## src/rtl/uart_pkg.sv

```systemverilog
// Shared types and constants for the buffered UART transmitter.
package uart_pkg;

    localparam int unsigned CLKS_PER_BIT_115200 = 434;

    typedef enum logic [1:0] {
        NONE = 2'd0,
        ODD  = 2'd1,
        EVEN = 2'd2
    } parity_e;

    typedef enum logic [2:0] {
        IDLE       = 3'd0,
        START_BIT  = 3'd1,
        DATA_BITS  = 3'd2,
        PARITY_BIT = 3'd3,
        STOP_BIT   = 3'd4
    } tx_state_e;

endpackage

```

## src/rtl/sync_fifo.sv

```systemverilog
// Single-clock FIFO with occupancy count; push is ignored when full, pop when empty.
module sync_fifo #(
    parameter int unsigned WIDTH = 8,
    parameter int unsigned DEPTH = 16
) (
    input  logic                     clk,
    input  logic                     rst,
    input  logic                     push,
    input  logic [WIDTH-1:0]         push_data,
    input  logic                     pop,
    output logic [WIDTH-1:0]         pop_data,
    output logic                     full,
    output logic                     empty,
    output logic [$clog2(DEPTH):0]   count
);

    localparam int unsigned AW = $clog2(DEPTH);
    localparam int unsigned CW = AW + 1;

    logic [WIDTH-1:0] mem [DEPTH];
    logic [AW-1:0]    wr_ptr;
    logic [AW-1:0]    rd_ptr;
    logic             do_push;
    logic             do_pop;

    assign full     = (count == CW'(DEPTH));
    assign empty    = (count == '0);
    assign do_push  = push && !full;
    assign do_pop   = pop && !empty;
    assign pop_data = mem[rd_ptr];

    // Pointers wrap naturally because DEPTH is a power of two.
    always_ff @(posedge clk) begin
        if (rst) begin
            wr_ptr <= '0;
            rd_ptr <= '0;
            count  <= '0;
        end else begin
            if (do_push) wr_ptr <= wr_ptr + 1'b1;
            if (do_pop)  rd_ptr <= rd_ptr + 1'b1;
            case ({do_push, do_pop})
                2'b10:   count <= count + 1'b1;
                2'b01:   count <= count - 1'b1;
                default: count <= count;
            endcase
        end
    end

    always_ff @(posedge clk) begin
        if (do_push) mem[wr_ptr] <= push_data;
    end

endmodule

```

## src/rtl/uart_tx_buffered.sv

```systemverilog
// UART transmitter fed from a word FIFO: start, LSB-first data, optional parity, 1-2 stop bits.
module uart_tx_buffered
    import uart_pkg::*;
#(
    parameter int unsigned CLKS_PER_BIT = CLKS_PER_BIT_115200,
    parameter int unsigned BITS_N       = 8,
    parameter int unsigned PARITY_TYPE  = 0,
    parameter int unsigned STOP_BITS    = 1,
    parameter int unsigned FIFO_DEPTH   = 16
) (
    input  logic                          clk,
    input  logic                          rst,
    input  logic [BITS_N-1:0]             data_in,
    input  logic                          valid_in,
    output logic                          ready_out,
    output logic                          uart_out,
    output logic                          busy,
    output logic                          tx_done,
    output logic [$clog2(FIFO_DEPTH):0]   fifo_count
);

    localparam int unsigned       BAUD_W    = $clog2(CLKS_PER_BIT);
    localparam logic [BAUD_W-1:0] BAUD_LAST = BAUD_W'(CLKS_PER_BIT - 1);
    localparam parity_e           PARITY    = parity_e'(2'(PARITY_TYPE));

    tx_state_e          state;
    logic [BAUD_W-1:0]  baud;
    logic [3:0]         bit_idx;
    logic [BITS_N-1:0]  shreg;
    logic [BITS_N-1:0]  head;
    logic               par_bit;
    logic               full;
    logic               empty;
    logic               pop;
    logic               baud_end;

    assign ready_out = !rst && !full;
    assign pop       = (state == IDLE) && !empty;
    assign baud_end  = (baud == BAUD_LAST);
    assign busy      = (state != IDLE);
    assign tx_done   = (state == STOP_BIT) && baud_end && (bit_idx == 4'(STOP_BITS - 1));

    sync_fifo #(
        .WIDTH (BITS_N),
        .DEPTH (FIFO_DEPTH)
    ) u_fifo (
        .clk       (clk),
        .rst       (rst),
        .push      (valid_in && ready_out),
        .push_data (data_in),
        .pop       (pop),
        .pop_data  (head),
        .full      (full),
        .empty     (empty),
        .count     (fifo_count)
    );

    // uart_out is loaded with the level of the bit being entered, so it stays registered.
    always_ff @(posedge clk) begin
        if (rst) begin
            state    <= IDLE;
            baud     <= '0;
            bit_idx  <= '0;
            shreg    <= '0;
            par_bit  <= 1'b0;
            uart_out <= 1'b1;
        end else begin
            case (state)
                IDLE: begin
                    if (!empty) begin
                        shreg    <= head;
                        par_bit  <= (PARITY == ODD) ? ~^head : ^head;
                        baud     <= '0;
                        bit_idx  <= '0;
                        state    <= START_BIT;
                        uart_out <= 1'b0;
                    end
                end
                START_BIT: begin
                    if (baud_end) begin
                        baud     <= '0;
                        bit_idx  <= '0;
                        state    <= DATA_BITS;
                        uart_out <= shreg[0];
                    end else begin
                        baud <= baud + 1'b1;
                    end
                end
                DATA_BITS: begin
                    if (baud_end) begin
                        baud <= '0;
                        if (bit_idx == 4'(BITS_N - 1)) begin
                            bit_idx <= '0;
                            if (PARITY == NONE) begin
                                state    <= STOP_BIT;
                                uart_out <= 1'b1;
                            end else begin
                                state    <= PARITY_BIT;
                                uart_out <= par_bit;
                            end
                        end else begin
                            bit_idx  <= bit_idx + 1'b1;
                            shreg    <= shreg >> 1;
                            uart_out <= shreg[1];
                        end
                    end else begin
                        baud <= baud + 1'b1;
                    end
                end
                PARITY_BIT: begin
                    if (baud_end) begin
                        baud     <= '0;
                        bit_idx  <= '0;
                        state    <= STOP_BIT;
                        uart_out <= 1'b1;
                    end else begin
                        baud <= baud + 1'b1;
                    end
                end
                STOP_BIT: begin
                    if (baud_end) begin
                        baud <= '0;
                        if (bit_idx == 4'(STOP_BITS - 1)) begin
                            bit_idx <= '0;
                            state   <= IDLE;
                        end else begin
                            bit_idx <= bit_idx + 1'b1;
                        end
                    end else begin
                        baud <= baud + 1'b1;
                    end
                end
                default: begin
                    state    <= IDLE;
                    uart_out <= 1'b1;
                end
            endcase
        end
    end

endmodule
```

## config.mk

```make
export PLATFORM = sky130hd
export DESIGN_NAME = uart_tx_buffered
export DESIGN_NICKNAME = d
export VERILOG_FILES = /design/src/rtl/uart_pkg.sv /design/src/rtl/sync_fifo.sv /design/src/rtl/uart_tx_buffered.sv
export SDC_FILE = /design/constraint.sdc
export NUM_CORES = 1
export LEC_CHECK = 0
export ABC_CLOCK_PERIOD_IN_PS = 3210
export BUFFER_PORTS_ARGS = -buffer_cell sky130_fd_sc_hd__buf_2
export CORE_MARGIN = 2
export CORE_UTILIZATION = 50
export DETAILED_ROUTE_END_ITERATION = 12
export HOLD_SLACK_MARGIN = 0.05
export PLACE_DENSITY = 0.69
export REMOVE_ABC_BUFFERS = 1
export SLEW_MARGIN = 30
export SYNTH_ARGS = -nofsm -noshare
export SYNTH_HDL_FRONTEND = slang
export SYNTH_SLANG_ARGS = --single-unit
```

## constraint.sdc

```tcl
create_clock -name clk -period 3.21 [get_ports clk]
set_input_delay 0 -clock clk [delete_from_list [all_inputs] [get_ports clk]]
set_output_delay 0 -clock clk [all_outputs]
set_load 0.1 [all_outputs]
```

# Word level (Yosys, flattened, before mapping)
# Memory sizes are Yosys's and may differ from the RTL's. A register that Yosys moved wholly into a read port is not among the register bits.
# Index checks and enable logic that the tools add are counted.
[word_totals] ram_bits=128 memories=1 output_inout_bits=9 reg_bits=38
[op_classes] n_eq_ne=18 bitwise_logic=1 n_reduce_logical=25 n_addsub=6 mux=33
[mem_list] memory="u_fifo.mem" words=16 word_bits=8 read_ports=1 rd_clocked_by_memory_dff=1 wr=1 line="sync_fifo.sv:20" text="logic [WIDTH-1:0] mem [DEPTH];"
[ops] op="4-bit two-way mux" n=8
[ops] op="8-bit two-way mux" n=3
[ops] op="3-bit two-way mux" n=7
[ops] op="9-bit two-way mux" n=2
[ops] op="9-bit one-hot mux with 2 select lines" n=1
[ops] op="4-bit one-hot mux with 4 select lines" n=1
[ops] op="8-bit one-hot mux with 2 select lines" n=1
[ops] op="3-bit one-hot mux with 5 select lines" n=1
[ops] op="2-bit inequality test, second input constant" n=7
[ops] op="4-bit by 1-bit adder with 4-bit output, second input constant" n=3
[ops] op="5-bit one-hot mux with 2 select lines" n=1
[ops] op="5-bit AND reduction" n=2
[ops] op="9-bit by 1-bit adder with 9-bit output, second input constant" n=1
[ops] op="9-bit equality test, second input constant" n=1
[ops] op="1-bit logical AND" n=7
[ops] op="1-bit two-way mux" n=7
[ops] op="7-bit AND reduction" n=1
[ops] op="3-bit by 2-bit equality test with 1-bit output, second input constant" n=2
[ops] op="2-bit nonzero test" n=3
[ops] op="5-bit by 1-bit adder with 5-bit output, second input constant" n=1
[ops] op="5-bit equality test, second input constant" n=1
[ops] op="5-bit logical NOT" n=1
[ops] op="1-bit one-hot mux with 5 select lines" n=1
[ops] op="5-bit by 1-bit subtractor with 5-bit output, second input constant" n=1
[ops] op="16 further kinds" n=19

# Longest topological paths before layout
# Gate-level depths: netlist (run 1).
[logic_depth] depth_word=7 mapped_depth=14 depth_no_buf=10

# Cells and area by module
# Synthesis (run 1) repeated with hierarchy kept, for this count alone.
[unflattened] cells_unflattened=477 area_unflattened_um2=7483.4
[modules_own_cells] module="sync_fifo" cells_each=305 n_inst=1 area_per_inst_um2=5974.5 seq_area_each_um2=4184.0
[modules_own_cells] module="uart_tx_buffered" cells_each=172 n_inst=1 area_per_inst_um2=1508.9 seq_area_each_um2=500.5

# Worst setup path after synthesis (run 1)
# Ideal clock, no wire load.
[synth_path] path_type="flip-flop to output port" from="reg baud[0]" to="out tx_done" required_ps=3210 slack_ps=-734 path_stages_with_launch=5 t_arrival_ps=3944 cell_sequence="dfxtp_1 ha_1 and4b_1 nand2_1 nor4b_1"
[synth_via] elab_chain_len=3
[synth_rtl] element="start: declaration" line="uart_tx_buffered.sv:27" text="logic [BAUD_W-1:0] baud;"
[synth_rtl] element="start signal: assignment" line="uart_tx_buffered.sv:86" text="baud <= baud + 1'b1;"
[synth_rtl] element="start signal: assignment" line="uart_tx_buffered.sv:107" text="baud <= baud + 1'b1;"
[synth_rtl] element="start signal: assignment" line="uart_tx_buffered.sv:117" text="baud <= baud + 1'b1;"
[synth_rtl] element="9-bit equality test" line="uart_tx_buffered.sv:39" text="assign baud_end = (baud == BAUD_LAST);"
[synth_rtl] element="1-bit logical AND (2 in series)" line="uart_tx_buffered.sv:41" text="assign tx_done = (state == STOP_BIT) && baud_end && (bit_idx == 4'(STOP_BITS - 1));"
[synth_rtl] element="end: declaration" line="uart_tx_buffered.sv:18" text="output logic tx_done,"
# No other way between the ends.

# Final worst setup path (run 1)
[layout_path] from="reg u_fifo.count[0]" to="reg u_fifo.count[4]"
[layout_via] elab_chain_len=7
[layout_rtl] element="start: declaration" line="sync_fifo.sv:14" text="output logic [$clog2(DEPTH):0] count"
[layout_rtl] element="start signal: assignment" line="sync_fifo.sv:42" text="2'b10: count <= count + 1'b1;"
[layout_rtl] element="start signal: assignment" line="sync_fifo.sv:43" text="2'b01: count <= count - 1'b1;"
[layout_rtl] element="start signal: assignment" line="sync_fifo.sv:44" text="default: count <= count;"
[layout_rtl] element="5-bit equality test" line="sync_fifo.sv:26" text="assign full = (count == CW'(DEPTH));"
[layout_rtl] element="1-bit logical NOT" line="sync_fifo.sv:28, uart_tx_buffered.sv:37"
[layout_rtl] element="1-bit logical AND" line="uart_tx_buffered.sv:37" text="assign ready_out = !rst && !full;"
[layout_rtl] element="1-bit logical AND" line="uart_tx_buffered.sv:49" text=".push (valid_in && ready_out),"
[layout_rtl] element="1-bit logical AND" line="sync_fifo.sv:28" text="assign do_push = push && !full;"
[layout_rtl] element="2-bit by 1-bit equality test with 1-bit output / 2-bit equality test (equally long branches)" line="sync_fifo.sv:41" text="case ({do_push, do_pop})"
[layout_rtl] element="5-bit one-hot mux with 2 select lines / 2-bit nonzero test (equally long branches)"
# Several ways; a longest one is shown, not always the timed one.
# A chain may end at the register's enable or synchronous reset.

==> summary.md, run 1 <==
The flow ran to the end, and the final reports show no timing, DRC or antenna violations. Before antenna repair, the detailed router went through 5 iterations. The latest clock arrival within the worst-skew pair came out at 0.43 ns. Before CTS, the worst setup slack after placement is 0.2007 ns. The pin count of the biggest net entering global routing is 33, and the clock network fraction of design power is 30.7%. The tools report the final setup violation count as 0. The number of max-slew violations in the final report is 0. The net count of the finished layout is 528.

In the final routed layout, each cell accounts on average for 20.00 um. Summing the areas of all fa, ha and maj instances in the mapped netlist gives 2.272% of the synthesized area. Summed over all nets, the switching power comes to 2061 uW.

Routability-driven placement finished with a final weighted congestion of 0.8085. The floorplan step defined a die boundary enclosing 15290 sq um. Cell-internal power: 4079 uW. TritonCTS built the clock tree. Of the total power, registers draw 43.3%. The initial antenna violation count was 0; the final critical path time including I/O delays and setup was 3.040 ns. The cell area after technology mapping came out at 7159 sq um. The initial utilization of the core area, before any placement, comes to 51.38%.

The first global-routing pass estimated 22740 um of wire. The area fraction in compound gates after synthesis was 7.183%; the count of final hold-check violations was 0. Counting flops and latches in the post-synthesis netlist gives 170.

In the synthesized netlist, the number of instances is 465. The number of different library cells used by synthesis comes to 62. The H-tree generated during clock tree synthesis spans 4 levels. The setup path with the least slack is of type reg2reg.

At the pin with the least slew margin, the transition time is 0.9021 ns. The die is 123.7 um tall. The number of vias per cell came out at 5.921. The tools report the peak ir drop on the vdd network as 0.0005029 V. Detailed placement finished with a half-perimeter wire length of 8869 um. After synthesis, the largest family of logic cells by area is multiplexers. For this run, the leading register cell type out of synthesis is edfxtp_1.

Derived from the worst setup path, the maximum achievable clock frequency is 329.0 MHz. For this design, the sink count on the clock tree is 170. Global routing consumed, over all layers together, 20.52% of the routing resources.

The net switching share of the total power is 33.57%, and the final global-route overflow total is 0. Yosys printed 0 warnings. Of the total synthesized cell area, the portion taken by AND, OR, NAND and NOR gates is 7.777%. The total power per unit cell area came out at 755.1 nW/um^2. The via count of the first global-routing pass was 4084; the antenna diode instance count was 0. 20 I/O pins were placed.

In the synthesized netlist the async set-or-reset flop fraction comes to 0%. Data on the critical path is required at its endpoint by 3.53 ns. The final critical path takes up 94.69% of the cycle. Clock-pin slew was measured on the worst setup and hold paths at 0.07 ns. Setup repair after global routing left no endpoint under its margin. The per-instance average area after synthesis works out to 15.40 sq um. Measured along the x axis, the die boundary spans 123.7 um. For this block, the via count after detailed routing is 4127.

Clock tree synthesis selected as its root buffer the cell clkbuf_16. The endpoint kind of the worst setup timing path is a flip-flop. For the smallest setup slack after layout, the log shows 0.1704 ns.

STA classifies the critical path startpoint as a flip-flop. For this block, the initial DRC count from the detailed router was 402. In this run the worst hold path is classified as in2reg. The static leakage was 0.002658 uW; the number of gates resized after cts was 0. The logs give 13940 um for the total wire length after detailed routing and 6140 uW for the overall power of the completed layout.

The number of clock buffers inserted by TritonCTS was 17; the row count was 43. The final worst clock skew is 0.009310 ns, and the mux cell area share after synthesis is 13.12%. Synthesized-area fraction occupied by xor and xnor cells: 1.346%. Sequential elements use 65.43% of the synthesized area. The run gives 3.36 ns as the data arrival time at the worst-slack endpoint.

Combinational cells account for 26.0% of the total power. The highest net fanout along the worst path works out to 16. For this run, design rule violations remaining after detail routing come to 0.

Yosys mapped a number of flops with a built-in enable equal to 128. The number of antenna-violating nets in the routed design is 0, and the area growth from synthesis to layout is 13.58%. Measured against its own limit, the worst slew margin works out to 39.64%. Input and output buffers added on the ports amount to 19. The floorplan step defined a core boundary enclosing 13930 sq um. Max-cap violations in this run came to 0.

The clock passes through at most 2 buffers. Cells with a size suffix above 1 make up 22.63% of the layout.
[state kept, by name, indices dropped and copies added (netlist names), 3 cells and up, named ones only]
signal	cells
u_fifo.count	5
shreg	8
u_fifo.mem	128
baud	9
state	3
u_fifo.wr_ptr	4
bit_idx	4
u_fifo.rd_ptr	4
[cells in the final DEF, fill, tap and decap left out, types with 8 or more instances in the layout]
| master | count |
|---|---|
| a211oi_1 | 11 |
| a21oi_1 | 15 |
| buf_2 | 19 |
| buf_4 | 17 |
| clkbuf_16 | 17 |
| dfxtp_1 | 41 |
| dlygate4sd3_1 | 9 |
| edfxtp_1 | 128 |
| ha_1 | 13 |
| inv_1 | 19 |
| mux4_2 | 39 |
| nand2_1 | 15 |
| nor2_1 | 37 |
| nor3_1 | 8 |
| o21ai_0 | 15 |
| or4_1 | 8 |
[final cells by class]
type                    count  area [sq um]
repair buffers             46         332.8
clock inverters            14         110.1
clock buffers              18         429.2
flip-flops and latches    170          4686
inverters                  21         78.83
multi-input cells         248          2270
well taps                 180         225.2
fillers                  1009          5803
[cells in the mapped netlist (2+ instances only)]
cell type | n | area share, %
nand2b_1 | 3 | 0.26
o41ai_1 | 2 | 0.24
a21o_1 | 2 | 0.21
or3b_2 | 2 | 0.24
nand4b_1 | 2 | 0.24
o311ai_0 | 3 | 0.37
nand2_1 | 15 | 0.79
o2111ai_1 | 3 | 0.37
o21a_1 | 2 | 0.21
nor2_1 | 37 | 1.9
mux2i_1 | 5 | 0.70
nand4_1 | 3 | 0.26
dfxtp_1 | 42 | 12
nand3_1 | 6 | 0.42
xnor2_1 | 4 | 0.49
clkbuf_1 | 8 | 0.42
nor3b_1 | 2 | 0.21
buf_6 | 2 | 0.31
nand3b_1 | 2 | 0.21
or3_1 | 5 | 0.44
mux4_2 | 39 | 12
o31ai_1 | 6 | 0.63
or4_1 | 8 | 0.84
a211oi_1 | 11 | 1.2
buf_2 | 8 | 0.56
inv_1 | 19 | 1.0
nor3_1 | 8 | 0.56
xor2_1 | 7 | 0.86
buf_1 | 7 | 0.37
o21ai_0 | 15 | 1.0
or2_2 | 2 | 0.17
ha_1 | 13 | 2.3
a21oi_1 | 15 | 1.0
o22ai_1 | 2 | 0.17
edfxtp_1 | 128 | 54
[kinds of logic (layout without fill, tap and decap cells)]
| kind of cell | Yosys count | after routing |
|---|---|---|
| mux | 45 | 45 |
| buf+inv | 47 | 99 |
| flops | 170 | 170 |
| simple gates | 104 | 104 |
| compound gates | 75 | 75 |
| fa+ha+maj | 13 | 13 |
| xor+xnor | 11 | 11 |
[worst paths after layout]
kind                            depth (start not counted)  slack [ns]             from          endpoint
worst max-delay path                                   10        0.17  u_fifo.count[0]   u_fifo.count[4]
worst max register to register                         10        0.17  u_fifo.count[0]   u_fifo.count[4]
worst min register to register                          2        0.45         shreg[2]          shreg[2]
worst min-delay path                                    4        0.11         valid_in  u_fifo.wr_ptr[1]
[per-layer routing]
| layer | track usage (%) | routed length (um) | vias to the layer above |
|---|---|---|---|
| met2 | 33.89 | 7097 | 99 |
| met1 | 27.40 | 6145 | 2108 |
| met5 | 0 | 0 | - |
| met3 | 5.540 | 601 | 11 |
| li1 | - | - | 1909 |
| met4 | 4.688 | 98 | 0 |
[power groups by stage]
stage,combinational [uW],clock (uW),sequential [uW]
2_1_floorplan,948,0,2930
3_5_place_dp,1580,0,2710
6_report,1600,1890,2660
4_1_cts,1600,1910,2660
5_1_grt,1750,2020,2680
3_3_place_gp,1520,0,2690
[repair_timing]
action / 4_1_cts / 5_1_grt
buffers inserted: 0 / 0
hold buffers: 9 / 0
hold endpoints to repair: 135 / 0
[stage by stage]
stage	cell area [sq um]	hold slack (ns)	setup TNS, ns	utilization (%)	std cells
final	8132	0.1093	0	58.36	697
after detailed placement	7502	0.3911	0	53.84	656
after global routing	8132	0.1072	0	58.36	697
after global placement	7502	0.3812	0	53.84	656
after CTS	8132	0.09445	0	58.36	697
after floorplan	7033	0.06907	-1.220	-	439
[critical path, cell delays in order, from the launching register on]
cell	delay (ns)
dfxtp_1	0.38
or4_4	0.61
o21ai_2	0.17
inv_2	0.15
ha_1	0.33
xor2_1	0.19
ha_1	0.23
o21a_1	0.18
o21a_1	0.17
o32ai_1	0.14
mux2_2	0.36
(Power assumes the default switching activity.)
==> inputs of run 2 (changes only) <==
- CORE_UTILIZATION: 50 -> 25
- PLACE_DENSITY: 0.69 -> unset
==> run 2 against run 1 <==
  * Critical endpoint unchanged
  * Largest cell class unchanged
  * Clock-buffer cell count down 1
  * Via count down 4.3%
  * Routed wire length down 3.4%
==> summary.md, run 2 (synthesis results as in run 1) <==
After the last flow step, the layout net total stands at 528. The total core area is 28010 sq um. The tools report the peak ir drop on the vdd network as 0.0004050 V.

In this run the worst hold path is classified as in2reg. The logs give 0.01582 ns for the final worst clock skew and 4 for the H-tree depth. Setup repair after global routing left no endpoint under its margin. Count of final hold-check violations: 0. Power spread over the standard cell area amounts to 736.5 nW/um^2.

The highest cell delay on the worst timing path came out at 0.61 ns. The via count of the first global-routing pass was 4042; the first-pass GRT wire length was 22200 um. The summed negative setup slack over all endpoints was 0 ns; the flip-flop count of the largest register, all copies and words added was 128.

The largest registers in the layout are u_fifo.mem x128, baud x9, shreg x8. From synthesis to final layout, the design area changed by 17.25%. From bottom edge to top edge, the die measures 173.2 um. The library cells used most frequently in the layout, excluding fill and tap cells, are 128 x edfxtp_1, 41 x dfxtp_1, 39 x mux4_2. TritonCTS built the clock tree.

Of all nets on the critical path, the largest fanout is 8. At the pin with the least slew margin, the transition time is 0.8380 ns. Register bank with the most flops: u_fifo.mem. Instance count along the most critical hold path: 3. Global routing's busiest layer: met2.

The detail route stage leaves a number of antenna-violating nets equal to 0. After detailed routing, the number of remaining DRC violations is 0. The run finished with clean final reports.

The floorplan has 61 rows. For this run the aggregate overflow at the end of global routing stands at 0. The antenna diode instance count was 0. Measured against its own limit, the worst slew margin works out to 43.93%. The number of max-slew violations in the final report was 0; the met2 routing resource usage after global routing was 15.28%. The x dimension of the die was 173.2 um; the latest clock arrival within the worst-skew pair was 0.43 ns. The tools report the final setup violation count as 0. The logs give 9.442% for the total routing resource utilization after global routing and 3.52 ns for the worst path required time. The final layout contains routed wiring with a total length of 13460 um. The congestion estimate from routability-driven global placement came to 0.7643. The clock drives 170 sinks. Measured in cells, the most critical reg-to-reg path has a length of 10.

The root buffer cell chosen for the clock tree is clkbuf_16. The type of the worst setup path was reg2reg. For the finished layout, the period the worst path requires is 2.939 ns.

The tools report the endpoint kind of the worst setup timing path as a flip-flop. The master of the slowest instance on the critical path is or4_4. TritonCTS created 17 clock buffers.

The clock transition time at the flip-flop clock pins of the worst setup and hold paths came out at 0.07 ns. The logs give 855 for the number of placed cells counting well taps and 3949 for the routed via count. The maximum root-to-sink buffer count came out at 2.

Number of non-filler instances in the completed layout: 895. The pin count of the biggest net entering global routing was 33; the number of vias per cell was 4.412. The run gives 9048 um as the post-DP HPWL. Derived from the worst setup path, the maximum achievable clock frequency is 340.3 MHz.

The number of gates resized after cts is 0, and the post-placement worst setup slack is 0.2818 ns. Input and output buffers added on the ports amount to 19. The first TritonRoute pass finished after 4 iterations. Number of max-capacitance violations reported: 0.

After detailed routing, the average wire length per cell comes to 15.04 um. The post-route netlist has 23.02% of its cells at a drive strength greater than 1. At the worst endpoint, the arrival time is 3.25 ns.

For this run, global-route usage on met3 was measured as 2.368%. The tools report the smallest setup slack after layout as 0.2713 ns. The part of the cycle the worst path needs is 91.55%.

Most common cell after layout, fill and taps aside: edfxtp_1. The detailed router finished its first iteration with 258 violations. Post-CTS setup buffer count: 0. STA classifies the critical path startpoint as a flip-flop. The tools report the initial antenna violation count as 0. Traced cell by cell, the critical path runs through or4_4 > o211a_1 > inv_1 > ha_1 > xor2_1 > ha_1 > o21a_1 > o21a_1 > o32ai_1 > mux2_2. Global routing consumed, on the met1 layer, 12.46% of the routing resources.

The logs give 20 for the number of placed I/O pins and 30010 sq um for the area of the die. The effective utilization at floorplan came out at 25.56%. The static leakage came out at 0.002675 uW.
## run 2: changes by cell type in the layout (fill, tap and decap cells not counted), sizes merged
cell and delta:
clkbuf -1, dlygate4sd3 -1, clkinv -2, inv +4
clkinvlp -1, buf +1
## run 2: timing repair
item	4_1_cts	5_1_grt
hold buffers	8	0
hold endpoints to repair	128	0
endpoints found under the setup margin	0	0
## run 2: metrics by stage
step,total power (uW),utilization (%),area (sq um),hold WS (ns)
after floorplan,3878,-,7033,0.06907
after global placement,4283,27.69,7757,0.3880
after detailed placement,4307,27.69,7757,0.3947
after CTS,6263,29.97,8394,0.05442
after global routing,6511,29.97,8394,0.07788
final,6183,29.97,8394,0.07115
## run 2: worst max-delay path, delay by kind of cell (launching register included)
kind	cells	cell delay (ns)
AO/OA/AOI/OAI	4	0.73
buffers and inverters	1	0.08
AND/OR/NAND/NOR	1	0.61
XOR/XNOR	1	0.12
flip-flops	1	0.38
adder cells (fa/ha/maj)	2	0.56
multiplexers	1	0.36
## run 2: final cells by class
class | count | area [sq um]
clock inverter | 15 | 131.4
tap | 378 | 473.0
inverter | 21 | 78.83
multi-input combinational | 248 | 2270
clock buffer | 17 | 425.4
timing repair buffer | 46 | 330.3
fill | 2805 | 19620
sequential | 170 | 4686
## run 2: routing by layer
metal / routed length, um / share of wire [%] / vias up
met1: 6407 / 48 / 1983
met3: 398 / 3.0 / 5
met4: 87 / 0.65 / 0
met2: 6570 / 49 / 54
li1: - / - / 1907
met5: 0 / 0 / -
## run 2: final timing paths
check                       start               end  slack [ns]
hold reg to reg          shreg[4]          shreg[4]        0.45
hold / removal                rst  u_fifo.wr_ptr[2]        0.07
setup / recovery  u_fifo.count[0]   u_fifo.count[4]        0.27
setup reg to reg  u_fifo.count[0]   u_fifo.count[4]        0.27
## run 2: power by group
| part | switching, uW | total (uW) | internal (uW) |
|---|---|---|---|
| registers | 147 | 2650 | 2510 |
| logic | 1020 | 1600 | 582 |
| clock network | 905 | 1930 | 1020 |
| total | 2070 | 6180 | 4110 |
